[src/rtl/mem_access_unit.sv]
// mem_access_unit: load/store stage between the ALU and register writeback.
// Takes one request, drives the single-port data RAM for one cycle, waits out
// the RAM read latency and returns an aligned, extended load result (or a
// store completion) over a valid/ready handshake.
//
// Optional feature macro: MISALIGN_TRAP_EN
//   defined   -> misaligned H/W accesses skip the RAM and respond with oRSP_ERR=1
//   undefined -> low address bits are ignored by the lane rules, oRSP_ERR=0
//
// state    | meaning
// ---------+---------------------------------------------------------------
// S_IDLE   | ready for a request (once out of reset)
// S_ACCESS | one-cycle RAM access using the registered request
// S_WAIT   | load only: counting down the RAM read latency
// S_RESP   | response held on oRSP_* until writeback accepts it

module mem_access_unit #(
  parameter int RAM_LAT = 1,
  parameter int ADDR_W  = 8
) (
  input  logic              iCLK,
  input  logic              iRST,
  input  logic              iREQ_VALID,
  output logic              oREQ_READY,
  input  logic              iREQ_WR,
  input  logic [2:0]        iREQ_FUNCT3,
  input  logic [ADDR_W-1:0] iREQ_ADDR,
  input  logic [31:0]       iREQ_WDATA,
  input  logic [4:0]        iREQ_RD,
  output logic              oRAM_CE,
  output logic              oRAM_RD,
  output logic              oRAM_WR,
  output logic [ADDR_W-1:0] oRAM_ADDR,
  output logic [3:0]        oRAM_BE,
  output logic [31:0]       oRAM_DATA,
  input  logic [31:0]       iRAM_DATA,
  output logic              oRSP_VALID,
  input  logic              iRSP_READY,
  output logic              oRSP_WE,
  output logic [4:0]        oRSP_RD,
  output logic [31:0]       oRSP_DATA,
  output logic              oRSP_ERR
);

  localparam logic [1:0] S_IDLE   = 2'd0;
  localparam logic [1:0] S_ACCESS = 2'd1;
  localparam logic [1:0] S_WAIT   = 2'd2;
  localparam logic [1:0] S_RESP   = 2'd3;

  logic [1:0]        state;
  logic              run_q;
  logic              req_wr;
  logic [2:0]        req_f3;
  logic [ADDR_W-1:0] req_addr;
  logic [31:0]       req_wdata;
  logic [4:0]        req_rd;
  logic [3:0]        cnt;
  logic              rsp_we;
  logic [4:0]        rsp_rd;
  logic [31:0]       rsp_data;

  logic              is_word;
  logic              is_half;
  logic              misalign;
  logic              access_en;
  logic [3:0]        lane_be;
  logic [31:0]       lane_data;
  logic [4:0]        shift;
  logic [31:0]       shifted;
  logic [31:0]       load_data;

  // funct3[1] set means word for both loads (010/011/110/111) and stores (x1x)
  assign is_word = req_f3[1];
  assign is_half = ~req_f3[1] & req_f3[0];

`ifdef MISALIGN_TRAP_EN
  logic rsp_err;
  assign misalign = (is_half & req_addr[0]) | (is_word & (req_addr[1:0] != 2'b00));
  assign oRSP_ERR = rsp_err;
`else
  assign misalign = 1'b0;
  assign oRSP_ERR = 1'b0;
`endif

  // Strobes and RAM buses are only live during a real (non-trapped) access
  assign access_en  = (state == S_ACCESS) & ~misalign;
  assign oRAM_CE    = access_en;
  assign oRAM_RD    = access_en & ~req_wr;
  assign oRAM_WR    = access_en & req_wr;
  assign oRAM_ADDR  = access_en ? {req_addr[ADDR_W-1:2], 2'b00} : '0;
  assign oRAM_BE    = access_en ? lane_be : 4'b0000;
  assign oRAM_DATA  = access_en ? lane_data : 32'd0;

  // ready is held low until the first edge after reset release
  assign oREQ_READY = run_q & (state == S_IDLE);
  assign oRSP_VALID = (state == S_RESP);
  assign oRSP_WE    = rsp_we;
  assign oRSP_RD    = rsp_rd;
  assign oRSP_DATA  = rsp_data;

  // Store byte enables and lane-replicated write data
  always_comb begin
    lane_be   = 4'b0000;
    lane_data = 32'd0;
    if (is_word) begin
      lane_be   = 4'b1111;
      lane_data = req_wdata;
    end else if (is_half) begin
      lane_be   = req_addr[1] ? 4'b1100 : 4'b0011;
      lane_data = {2{req_wdata[15:0]}};
    end else begin
      lane_be   = 4'b0001 << req_addr[1:0];
      lane_data = {4{req_wdata[7:0]}};
    end
  end

  // Load alignment and sign/zero extension; funct3[2] selects unsigned
  always_comb begin
    shift = 5'd0;
    if (is_half) begin
      shift = {req_addr[1], 4'b0000};
    end else if (!is_word) begin
      shift = {req_addr[1:0], 3'b000};
    end
    shifted   = iRAM_DATA >> shift;
    load_data = shifted;
    if (is_half) begin
      load_data = req_f3[2] ? {16'd0, shifted[15:0]} : {{16{shifted[15]}}, shifted[15:0]};
    end else if (!is_word) begin
      load_data = req_f3[2] ? {24'd0, shifted[7:0]} : {{24{shifted[7]}}, shifted[7:0]};
    end
  end

  // Sequencer: request capture, access, latency countdown, response hold
  always_ff @(posedge iCLK or negedge iRST) begin
    if (!iRST) begin
      state     <= S_IDLE;
      run_q     <= 1'b0;
      req_wr    <= 1'b0;
      req_f3    <= 3'd0;
      req_addr  <= '0;
      req_wdata <= 32'd0;
      req_rd    <= 5'd0;
      cnt       <= 4'd0;
      rsp_we    <= 1'b0;
      rsp_rd    <= 5'd0;
      rsp_data  <= 32'd0;
`ifdef MISALIGN_TRAP_EN
      rsp_err   <= 1'b0;
`endif
    end else begin
      run_q <= 1'b1;
      case (state)
        S_IDLE: begin
          if (iREQ_VALID && run_q) begin
            req_wr    <= iREQ_WR;
            req_f3    <= iREQ_FUNCT3;
            req_addr  <= iREQ_ADDR;
            req_wdata <= iREQ_WDATA;
            req_rd    <= iREQ_RD;
            state     <= S_ACCESS;
          end
        end
        S_ACCESS: begin
`ifdef MISALIGN_TRAP_EN
          rsp_err <= misalign;
`endif
          if (misalign || req_wr) begin
            rsp_we <= 1'b0;
            rsp_rd <= 5'd0;
`ifdef MISALIGN_TRAP_EN
            rsp_data <= misalign ? 32'(req_addr) : 32'd0;
`else
            rsp_data <= 32'd0;
`endif
            state  <= S_RESP;
          end else begin
            cnt   <= 4'(RAM_LAT);
            state <= S_WAIT;
          end
        end
        S_WAIT: begin
          if (cnt == 4'd1) begin
            rsp_we   <= 1'b1;
            rsp_rd   <= req_rd;
            rsp_data <= load_data;
            state    <= S_RESP;
          end else begin
            cnt <= cnt - 4'd1;
          end
        end
        default: begin
          if (iRSP_READY) begin
            state <= S_IDLE;
          end
        end
      endcase
    end
  end

endmodule

[config.mk]
export PLATFORM = sky130hd
export DESIGN_NAME = mem_access_unit
export DESIGN_NICKNAME = d
export VERILOG_FILES = /design/src/rtl/mem_access_unit.sv
export SDC_FILE = /design/constraint.sdc
export NUM_CORES = 1
export LEC_CHECK = 0
export ABC_AREA = 1
export BUFFER_PORTS_ARGS = -buffer_cell sky130_fd_sc_hd__buf_2
export CAP_MARGIN = 20
export CORE_ASPECT_RATIO = 1.75
export CORE_MARGIN = 4
export CORE_UTILIZATION = 40
export CTS_BUF_LIST = sky130_fd_sc_hd__clkbuf_8
export DETAILED_ROUTE_END_ITERATION = 7
export GPL_TIMING_DRIVEN = 0
export HOLD_SLACK_MARGIN = 0.15
export PLACE_DENSITY_LB_ADDON = 0.08
export SYNTH_ARGS = -nofsm -noshare
export SYNTH_HDL_FRONTEND = slang
export SYNTH_SLANG_ARGS = --single-unit
[constraint.sdc]
create_clock -name iCLK -period 2.9 [get_ports iCLK]
set_input_delay 0.58 -clock iCLK [delete_from_list [all_inputs] [get_ports iCLK]]
set_output_delay 0.58 -clock iCLK [all_outputs]
set_load 0.01 [all_outputs]
==> metrics.txt <==
drt first pass iters=4; H-tree depth=3; pin count of the biggest net entering global routing=49; register area share after synthesis=47.9%; Area growth, synth to finish=26.0%; root buffer cell=clkbuf_8; TNS Setup=0 ps; Buffers on Ports=169; Worst R2R Setup Slack=910 ps; grt total ovfl=0; Synth area leaders=dfrtp_1 (48%), nand2_1 (10%), mux2_2 (9.2%); number of global-route vias before repair=4821; cell mode on critical path=buf_2; most common cell after layout, fill and taps aside=buf_2; Hold Vio Cnt, Final=0; CP endpoint kind=primary output; Tightest Pin Transition=634 ps; GPL Wtd Cong=0.931; worst hold path class=input port to asynchronous set/reset pin; CTS tree=done; Slowest cell on crit path=dfrtp_1; skew final=8.60 ps; share of layout cells above drive strength 1=36.6%; setup violators final=0; Routed Antenna Nets=0; min Tclk post-route=2660 ps; Post-DP HPWL=12100 um; Worst R2R Start=state[1]$_DFFE_PN0P_; reg2reg end=oRSP_DATA[31]$_DFFE_PN0P_; Slew HR=57.7%; critical path class=flop to primary output; # diodes=0; Yosys cell types=33; critical path fanouts, max=10; period utilization=91.7%; die footprint=0.0142 mm2; hold buffer count at CTS=0; Synth Register Bits=94; most frequent cells in the layout=buf_2 (185), nand2_1 (135), dfrtp_1 (94), nor2_1 (56), inv_1 (49); startpoint types=flop; Final Core Density=51.5%; Core Area=0.0120 mm2; # IOs=173; Die Ht=155 um; PD cells=1060 mW/mm2; Final Max Tran Viols=0; Starting Density=40.9%; Cells after Synth=569; post-DR wirelength/cell=16.5 um; CP Cell Sequence=nor2_4 -> buf_4 -> inv_1 -> buf_2 -> o21ai_0 -> nor2_1 -> buf_2; worst vdd ir=0.536 mV; clock sink total=94; CP max stage delay=420 ps; Synth warnings=0; drt drc=0; Yosys top cell area share=47.9%; RSZ-0062 raised after global routing=no; 1st-iter DRT viols=135; leakage power=3.47 nW; number of core rows=53; Total GRT Usage=21.9%; Avg Cell Area, Syn=8.63 um2; via count=4510; via/cell ratio=4.89; status=complete, no violations; Mapped Area=0.00491 mm2; Req. time, crit path=2320 ps; crit path DAT=2080 ps; initial antenna violation count=0; max_cap viols=0; clock insertion delay at the later pin of the skew report=360 ps; Reg clk slew, reported paths=100 ps; global-route wire length before repair=24200 um; CTS Buf Count=9; clk buf depth=2; cell taking the most area after synthesis=dfrtp_1; final WL=15200 um; Peak Freq=376 MHz; R2R depth=12; DIE WIDTH=91.7 um; Total Nets Final=844
-- logic make-up (layout without fill, tap and decap cells) --
group | after synthesis | after routing | synth area share (%)
AOI/OAI and AO/OA | 86 | 86 | 9.58
xor gates and xnor gates | 1 | 1 | 0.178
adders and majority gates | 7 | 7 | 1.78
buffers and inverters | 89 | 275 | 8.51
DFF | 94 | 94 | 47.9
muxes | 40 | 40 | 9.18
other | 2 | 4 | 0.153
and+or+nand+nor | 250 | 250 | 22.7
-- critical path: cells and delay by family, from the launching register on --
family	cells	cell delay, ps
buffers and inverters	4	740
flip-flops	1	420
AO/OA/AOI/OAI	1	280
AND/OR/NAND/NOR	2	270
-- per-stage QoR --
step	setup WS, ps	total power (W)	std cells	instance area [um2]	hold slack [ps]
after detailed placement	524	0.00577	906	6000	461
after global placement	291	0.00570	905	5970	457
final	240	0.00655	922	6180	211
after floorplan	954	0.00453	571	4920	284
after CTS	97.6	0.00664	922	6180	232
after global routing	52.3	0.00716	922	6180	252
-- power breakdown --
part | switching [W] | internal, W | leakage [nW] | total, W
Combinational | 0.00208 | 0.00136 | 2.20 | 0.00344
Clock | 0.000504 | 0.000340 | 0.0878 | 0.000845
Sequential | 0.000363 | 0.00190 | 1.17 | 0.00226
-- cells in the mapped netlist, drive strengths merged --
cell / n
a21oi: 21
a31o: 1
buf: 28
clkbuf: 6
clkinv: 1
conb: 2
dfrtp: 94
ha: 7
inv: 54
mux2: 40
nand2: 141
nand3: 29
nand4: 17
nor2: 59
nor3: 4
o211a: 1
o211ai: 5
o21ai: 47
o221ai: 1
o22ai: 8
o31ai: 2
xor2: 1
-- what timing repair did --
item / CTS / global route
resized for setup: 0 / 3
endpoints found under the setup margin: 0 / 14
endpoints found under the hold margin: 0 / 0
setup buffers: 0 / 0
-- registers in the layout, indices dropped and copies added (netlist names) --
| register | flops |
|---|---|
| req_wr | 1 |
| oRSP_DATA | 32 |
| state | 2 |
| req_addr | 8 |
| oRSP_RD | 5 |
| cnt | 4 |
| run_q | 1 |
| req_wdata | 32 |
| oRSP_WE | 1 |
| req_rd | 5 |
| req_f3 | 3 |
-- per-layer routing --
layer  part of all wire [%]  routed length (um)  global-route usage, %
met1                     36                5440                   22.9
met2                     54                8250                   40.5
met3                    5.9                 900                   5.21
met4                    4.1                 620                   10.6
met5                      0                   0                      0
-- final cells by class --
class,instances,area (um2)
Clock inverter,6,46.3
Multi-Input combinational cell,388,2150
Clock buffer,10,138
Inverter,55,209
Tap cell,165,206
Timing Repair Buffer,170,876
Fill cell,1204,5820
Sequential cell,94,2350
Buffer,34,210
-- how the worst max path moves through the flow --
stage | startpoint | end | slack [ps] | depth (start not counted)
2_1_floorplan | state[1]$_DFFE_PN0P_ | oRAM_DATA[15] | 950 | 5
6_report | req_f3[0]$_DFFE_PN0P_ | oRAM_DATA[30] | 240 | 7
3_3_place_gp | iRST | req_wdata[8]$_DFFE_PN0P_ | 290 | 1
5_1_grt | state[1]$_DFFE_PN0P_ | oRAM_DATA[22] | 50 | 6
4_1_cts | state[1]$_DFFE_PN0P_ | oRAM_DATA[25] | 100 | 6
3_5_place_dp | state[1]$_DFFE_PN0P_ | oRAM_DATA[25] | 520 | 6
(Power assumes the default switching activity.)
